File: src/rtl/dmem_arbiter.sv
// Two-port round-robin arbiter and access sequencer in front of data_mem.
// Captures the winning request, issues one strobe, waits out the stall and returns done/err/rdata.
module dmem_arbiter #(
   parameter int TIMEOUT_CYCLES = 64,
   parameter bit CHECK_ALIGN    = 1'b1
) (
   input  logic        clk,
   input  logic        rst_n,
   input  logic        r0_req,
   input  logic        r0_we,
   input  logic [31:0] r0_addr,
   input  logic [31:0] r0_wdata,
   input  logic [3:0]  r0_mask,
   output logic        r0_gnt,
   output logic        r0_done,
   output logic [31:0] r0_rdata,
   output logic        r0_err,
   input  logic        r1_req,
   input  logic        r1_we,
   input  logic [31:0] r1_addr,
   input  logic [31:0] r1_wdata,
   input  logic [3:0]  r1_mask,
   output logic        r1_gnt,
   output logic        r1_done,
   output logic [31:0] r1_rdata,
   output logic        r1_err,
   output logic [31:0] mem_addr,
   output logic [31:0] mem_write_data,
   output logic        mem_memwrite,
   output logic        mem_memread,
   output logic [3:0]  mem_sign_mask,
   input  logic [31:0] mem_read_data,
   input  logic        mem_clk_stall,
   output logic        busy
);

   typedef enum logic [1:0] {
      S_IDLE  = 2'd0,
      S_ISSUE = 2'd1,
      S_WAIT  = 2'd2,
      S_RESP  = 2'd3
   } state_t;

   localparam int CW = (TIMEOUT_CYCLES > 1) ? $clog2(TIMEOUT_CYCLES) : 1;
   localparam logic [CW-1:0] CNT_LAST = CW'(TIMEOUT_CYCLES - 1);

   state_t        state_q, state_d;
   logic          last_q, last_d;
   logic          own_q, own_d;
   logic          we_q, we_d;
   logic [CW-1:0] cnt_q, cnt_d;
   logic [31:0]   addr_q, addr_d;
   logic [31:0]   wdata_q, wdata_d;
   logic [3:0]    mask_q, mask_d;
   logic          rd_q, rd_d;
   logic          wr_q, wr_d;
   logic          busy_q, busy_d;
   logic [1:0]    gnt_q, gnt_d;
   logic [1:0]    done_q, done_d;
   logic [1:0]    err_q, err_d;
   logic [31:0]   rdata_q [2];
   logic [31:0]   rdata_d [2];

   logic          win;
   logic          sel_we;
   logic [31:0]   sel_addr;
   logic [31:0]   sel_wdata;
   logic [3:0]    sel_mask;

   // Size must be byte/half/word, sign-extend is read-only, and halves/words must be naturally aligned.
   function automatic logic access_ok(input logic we, input logic [31:0] addr, input logic [3:0] mask);
      logic ok;
      ok = 1'b0;
      case (mask[2:0])
         3'b001:  ok = 1'b1;
         3'b011:  ok = !CHECK_ALIGN || (addr[0] == 1'b0);
         3'b111:  ok = !CHECK_ALIGN || (addr[1:0] == 2'b00);
         default: ok = 1'b0;
      endcase
      if (mask[3] && we) begin
         ok = 1'b0;
      end else begin
         ok = ok;
      end
      return ok;
   endfunction

   // Round-robin pick: on a tie the port not served last wins.
   always_comb begin
      win = 1'b0;
      if (r0_req && r1_req) begin
         win = ~last_q;
      end else begin
         win = r1_req;
      end
      sel_we    = win ? r1_we    : r0_we;
      sel_addr  = win ? r1_addr  : r0_addr;
      sel_wdata = win ? r1_wdata : r0_wdata;
      sel_mask  = win ? r1_mask  : r0_mask;
   end

   // Next-state and registered-output logic for the access sequencer.
   always_comb begin
      state_d = state_q;
      last_d  = last_q;
      own_d   = own_q;
      we_d    = we_q;
      cnt_d   = cnt_q;
      addr_d  = addr_q;
      wdata_d = wdata_q;
      mask_d  = mask_q;
      rd_d    = 1'b0;
      wr_d    = 1'b0;
      gnt_d   = 2'b00;
      done_d  = 2'b00;
      err_d   = 2'b00;
      rdata_d = rdata_q;
      case (state_q)
         S_IDLE: begin
            if (r0_req || r1_req) begin
               own_d      = win;
               last_d     = win;
               we_d       = sel_we;
               addr_d     = sel_addr;
               wdata_d    = sel_wdata;
               mask_d     = sel_mask;
               gnt_d[win] = 1'b1;
               if (access_ok(sel_we, sel_addr, sel_mask)) begin
                  state_d = S_ISSUE;
                  rd_d    = ~sel_we;
                  wr_d    = sel_we;
               end else begin
                  // Rejected: skip memory entirely and answer in the grant cycle.
                  state_d      = S_RESP;
                  done_d[win]  = 1'b1;
                  err_d[win]   = 1'b1;
                  rdata_d[win] = 32'h0000_0000;
               end
            end else begin
               state_d = S_IDLE;
            end
         end
         S_ISSUE: begin
            cnt_d   = {CW{1'b0}};
            state_d = S_WAIT;
         end
         S_WAIT: begin
            if (!mem_clk_stall) begin
               state_d        = S_RESP;
               done_d[own_q]  = 1'b1;
               if (!we_q) begin
                  rdata_d[own_q] = mem_read_data;
               end else begin
                  rdata_d[own_q] = rdata_q[own_q];
               end
            end else if (cnt_q == CNT_LAST) begin
               state_d        = S_RESP;
               done_d[own_q]  = 1'b1;
               err_d[own_q]   = 1'b1;
               rdata_d[own_q] = 32'h0000_0000;
            end else begin
               cnt_d = cnt_q + CW'(1);
            end
         end
         S_RESP: begin
            state_d = S_IDLE;
         end
         default: begin
            state_d = S_IDLE;
         end
      endcase
      busy_d = (state_d != S_IDLE);
   end

   // State and output registers; reset discards any transaction in flight.
   always_ff @(posedge clk or negedge rst_n) begin
      if (!rst_n) begin
         state_q    <= S_IDLE;
         last_q     <= 1'b1;
         own_q      <= 1'b0;
         we_q       <= 1'b0;
         cnt_q      <= {CW{1'b0}};
         addr_q     <= 32'h0000_0000;
         wdata_q    <= 32'h0000_0000;
         mask_q     <= 4'h0;
         rd_q       <= 1'b0;
         wr_q       <= 1'b0;
         busy_q     <= 1'b0;
         gnt_q      <= 2'b00;
         done_q     <= 2'b00;
         err_q      <= 2'b00;
         rdata_q[0] <= 32'h0000_0000;
         rdata_q[1] <= 32'h0000_0000;
      end else begin
         state_q    <= state_d;
         last_q     <= last_d;
         own_q      <= own_d;
         we_q       <= we_d;
         cnt_q      <= cnt_d;
         addr_q     <= addr_d;
         wdata_q    <= wdata_d;
         mask_q     <= mask_d;
         rd_q       <= rd_d;
         wr_q       <= wr_d;
         busy_q     <= busy_d;
         gnt_q      <= gnt_d;
         done_q     <= done_d;
         err_q      <= err_d;
         rdata_q[0] <= rdata_d[0];
         rdata_q[1] <= rdata_d[1];
      end
   end

   assign r0_gnt         = gnt_q[0];
   assign r1_gnt         = gnt_q[1];
   assign r0_done        = done_q[0];
   assign r1_done        = done_q[1];
   assign r0_err         = err_q[0];
   assign r1_err         = err_q[1];
   assign r0_rdata       = rdata_q[0];
   assign r1_rdata       = rdata_q[1];
   assign mem_addr       = addr_q;
   assign mem_write_data = wdata_q;
   assign mem_sign_mask  = mask_q;
   assign mem_memread    = rd_q;
   assign mem_memwrite   = wr_q;
   assign busy           = busy_q;

endmodule

File: config.mk
export PLATFORM = sky130hd
export DESIGN_NAME = dmem_arbiter
export DESIGN_NICKNAME = d
export VERILOG_FILES = /design/src/rtl/dmem_arbiter.sv
export SDC_FILE = /design/constraint.sdc
export NUM_CORES = 1
export LEC_CHECK = 0
export BUFFER_PORTS_ARGS = -buffer_cell sky130_fd_sc_hd__buf_2
export CAP_MARGIN = 20
export CORE_UTILIZATION = 25
export DETAILED_ROUTE_END_ITERATION = 8
export PLACE_DENSITY = 0.45
export SETUP_SLACK_MARGIN = 0.4
export SYNTH_ARGS = -nofsm -noshare
export SYNTH_HDL_FRONTEND = slang
export SYNTH_SLANG_ARGS = --single-unit
File: constraint.sdc
create_clock -name clk -period 2.05 [get_ports clk]
set_clock_uncertainty 0.15 [all_clocks]
set_input_delay 0.205 -clock clk [delete_from_list [all_inputs] [get_ports clk]]
set_output_delay 0.205 -clock clk [all_outputs]
set_load 0.01 [all_outputs]
==> summary.md <==
| Metric | Value |
|---|---|
| Status | `complete, but fails checks` |
| Violated checks | `setup timing` |
| Sw Ratio | `0.413` |
| Area post-placement | `10,900 um2` |
| Vias in the first global route | `8,391` |
| Max Fclk | `486 MHz` |
| DR WL/cell | `18.1 um` |
| Multi-input logic area | `4720 um2` |
| Top-count cell post-synth | `dfrtp_1` |
| R2r startpoint | `cnt_q[1]$_DFFE_PN0P_` |
| Unrepaired setup endpoints after global routing | `true` |
| Worst path top cell family by delay | `compound AO/OA/AOI/OAI gates` |
| CP Buf/Inv Count | `1` |
| Critical path capture point type | `flop` |
| CTS root buf | `clkbuf_16` |
| Endpoints failing setup | `2` |
| Post-DP HPWL | `slightly above 20,000 um` |
| Synth cell count leaders | `dfrtp_1 (151), nand2_1 (145), o21ai_0 (109)` |
| Worst Path Max Fanout | `25` |
| Post-synth EDFFs | `0` |
| Layout Cells excl Fill | `1,827` |
| CTS Buffer Depth | `2` |
| Net count, final | `1,541` |
| Initial antenna violation count | `4` |
| IO buf count | `315` |
| Area Overhead vs Synth | `64.0%` |
| Setup slack after layout | `-8.83 ps` |
| Syn nets | `1,057` |
| Routed Antenna Nets | `0` |
| H-tree levels | `4` |
| Slew Viols, Final | `0` |
| Top-area cell type share of the netlist area | `0.446` |
| Cts bufs inserted | `17` |
| Via density per instance | `roughly 4.8` |
| Max VDD drop | `between 0.5 and 0.6 mV` |
| Static leakage | `6.46 nW` |
| Area leader, netlist | `dfrtp_1` |
| Power Internal | `around 0.010 W` |
| Top post-synthesis cells by area | `dfrtp_1 (45%), mux2i_1 (8.2%), o21ai_0 (6.4%)` |
| Placed insts | `1,623` |
| Synth warnings | `0` |
| Drt first pass iters | `5` |
| Switch Pwr | `0.00734 W` |
| GP Congestion | `0.777` |
| Top FF cell, synth | `dfrtp_1` |
| Cell breakdown of the critical path | `ha_4 > nand3_4 > or3_4 > a21boi_4 > o21a_2 > buf_12 > a22o_1` |
| Flops & latches, synth | `152` |
| Biggest cell delay along the critical path | `410 ps` |
| First-pass GRT wire length | `47,600 um` |
| Clk network pwr share | `0.172` |
| Post-Syn Area | `8470 um2` |
| Die Span Y | `approximately 190 um` |
| Asr flop ratio synth | `1.00` |
| Sink Count | `152` |
| Num rows | `between 60 and 70` |
| Tmin final | `2060 ps` |
| Die width | `between 150 and 200 um` |
| Critical Path Source Type | `flop` |
| DR iter-0 viols | `~380` |
| CTS tree | `yes` |
| Sequential element share of the synthesized area | `0.449` |
| Avg Synthesized Cell Area | `roughly 9.6 um2` |
| Fin. Hold Viols | `0` |
| Core footprint | `33,400 um2` |
| Reg2reg end | `r0_rdata[10]$_DFFE_PN0P_` |
| Maximum capacitance violations | `0` |
| CP max stage cell | `or3_4` |
| Tot GR Track Use | `0.182` |
| Crit share post-route | `1.00` |
| Logic pwr share | `0.528` |
| Hold WC Path Type | `in2async` |
| Clk slew on worst S/H paths | `around 60 ps` |
| Total wire length | `33,000 um` |
| Worst path depth | `7` |
| DRC errors left | `0` |
| Register area | `between 3000 and 4000 um2` |
| Die footprint | `34,600 um2` |
| Clk Latency, worst-skew pair | `430 ps` |
| Io pins | `~320` |
| Largest net degree at the start of global routing | `69` |
| Least-Margin Pin Slew | `between 500 and 600 ps` |
| Required @ worst endpoint | `between 2000 and 2500 ps` |
| Layout cell share with drive strength beyond 1 | `0.429` |
| Slew HR | `0.613` |
| Final instance area | `between 10,000 and 15,000 um2` |
| R2R Setup Slk | `-9 ps` |
| Initial Utilization | `0.253` |
| Library cells used by synthesis | `43` |
| Seq pwr share | `0.300` |
| Total grt overflow | `0` |
| Fillers | `3,275` |
| Worst reg-to-reg path cell count | `7` |
| Worst EP arrival | `2280 ps` |
| Crit Path Category | `reg2reg` |
| Routed vias | `just under 9,000` |
| Pwr dens | `between 1000 and 1500 nW/um2` |
| Mapped Cells | `878` |
## power by group through the flow
stage,Sequential [W],Clock (W),Combinational (W)
floorplan,0.00579,0,0.00444
global placement,0.00531,0,0.00811
detailed placement,0.00535,0,0.00816
CTS,0.00532,0.00317,0.00892
global route,0.00556,0.00329,0.0103
finish,0.00534,0.00306,0.00939
## metal layers
layer	wire (um)	part of all wire	global-route usage	vias to the layer above
met1	14300	0.43	0.224	4259
met2	16200	0.49	0.303	239
li1	-	-	-	4140
met5	0	0	0	-
met3	1440	0.044	0.0383	67
met4	1110	0.034	0.0813	0
## layout by cell type, fill, tap and decap left out, types with 3 or more instances in the layout
master	n
nand2b_1	4
a22oi_2	25
o21ai_2	9
o21ai_0	76
nand2_2	4
buf_4	42
a21oi_2	14
nor2_1	41
inv_1	36
xnor2_2	3
buf_2	314
nand2_4	7
a21o_1	6
a21oi_1	20
buf_6	14
diode_2	4
mux2_2	32
dfrtp_1	150
buf_16	4
buf_12	19
o21ai_1	22
a22oi_1	41
clkinvlp_4	4
nand2_1	134
o221ai_2	32
clkbuf_1	3
dlygate4sd3_1	137
mux2i_1	65
nor3b_1	4
clkbuf_16	23
a22o_1	35
## registers in the layout, summed over array words and instances, names as in the netlist
signal and flops:
last_q 1, we_q 1, mem_write_data 32, state_q 2, mem_sign_mask 4, r0_rdata 32
mem_memread 1, r1_rdata 32, own_q 1, gnt_q 2, mem_addr 32, mem_memwrite 1
busy 1, cnt_q 6, done_q 2, err_q 2
## metrics by stage
| stage | hold WS, ps | setup WS (ps) | power [W] | TNS (ps) | utilization |
|---|---|---|---|---|---|
| after floorplan | -241 | 114 | 0.0102 | 0 | - |
| after global placement | -73.3 | -59.0 | 0.0134 | -1440 | 0.326 |
| after detailed placement | -74.1 | -70.6 | 0.0135 | -2350 | 0.326 |
| after CTS | 3.16 | -16.6 | 0.0174 | -54.0 | 0.399 |
| after global routing | 32.6 | -92.9 | 0.0191 | -2840 | 0.415 |
| final | 36.9 | -8.83 | 0.0178 | -16.7 | 0.415 |
## cell families (layout without fill, tap and decap cells)
kind of cell	Yosys count	count (layout)	synth area share
compound gates	295	295	0.259
xor+xnor	5	5	0.00517
fa+ha+maj	4	4	0.00591
buf+inv	110	607	0.0544
flops	152	152	0.449
mux	103	103	0.127
other cells	0	4	0
simple gates	209	209	0.0997
## cell type report
type | instances | area share
Timing Repair Buffer | 538 | 0.294
Multi-Input combinational cell | 616 | 0.340
Antenna cell | 4 | 0.000721
Sequential cell | 152 | 0.274
Tap cell | 448 | 0.0404
Clock buffer | 22 | 0.0334
Inverter | 37 | 0.0100
Clock inverter | 10 | 0.00694
## timing repair
action                     4_1_cts  5_1_grt
buffers inserted                 9       11
gates cloned                     3        8
hold endpoints to repair       220        0
pin swaps                       31        7
setup endpoints to repair      146      146
resized for setup               96       66
hold buffers                   137        0
## worst max path at each step
stage,to,startpoint,slack [ps]
after floorplan,r0_rdata[10]$_DFFE_PN0P_,cnt_q[0]$_DFFE_PN0P_,110
after global placement,r0_rdata[10]$_DFFE_PN0P_,cnt_q[0]$_DFFE_PN0P_,-60
after detailed placement,r0_rdata[10]$_DFFE_PN0P_,cnt_q[0]$_DFFE_PN0P_,-70
after CTS,r0_rdata[1]$_DFFE_PN0P_,last_q$_DFFE_PN1P_,-20
after global routing,r0_rdata[1]$_DFFE_PN0P_,last_q$_DFFE_PN1P_,-90
final,r0_rdata[10]$_DFFE_PN0P_,cnt_q[1]$_DFFE_PN0P_,-9
No activity file was read; power rests on OpenSTA's default activity.
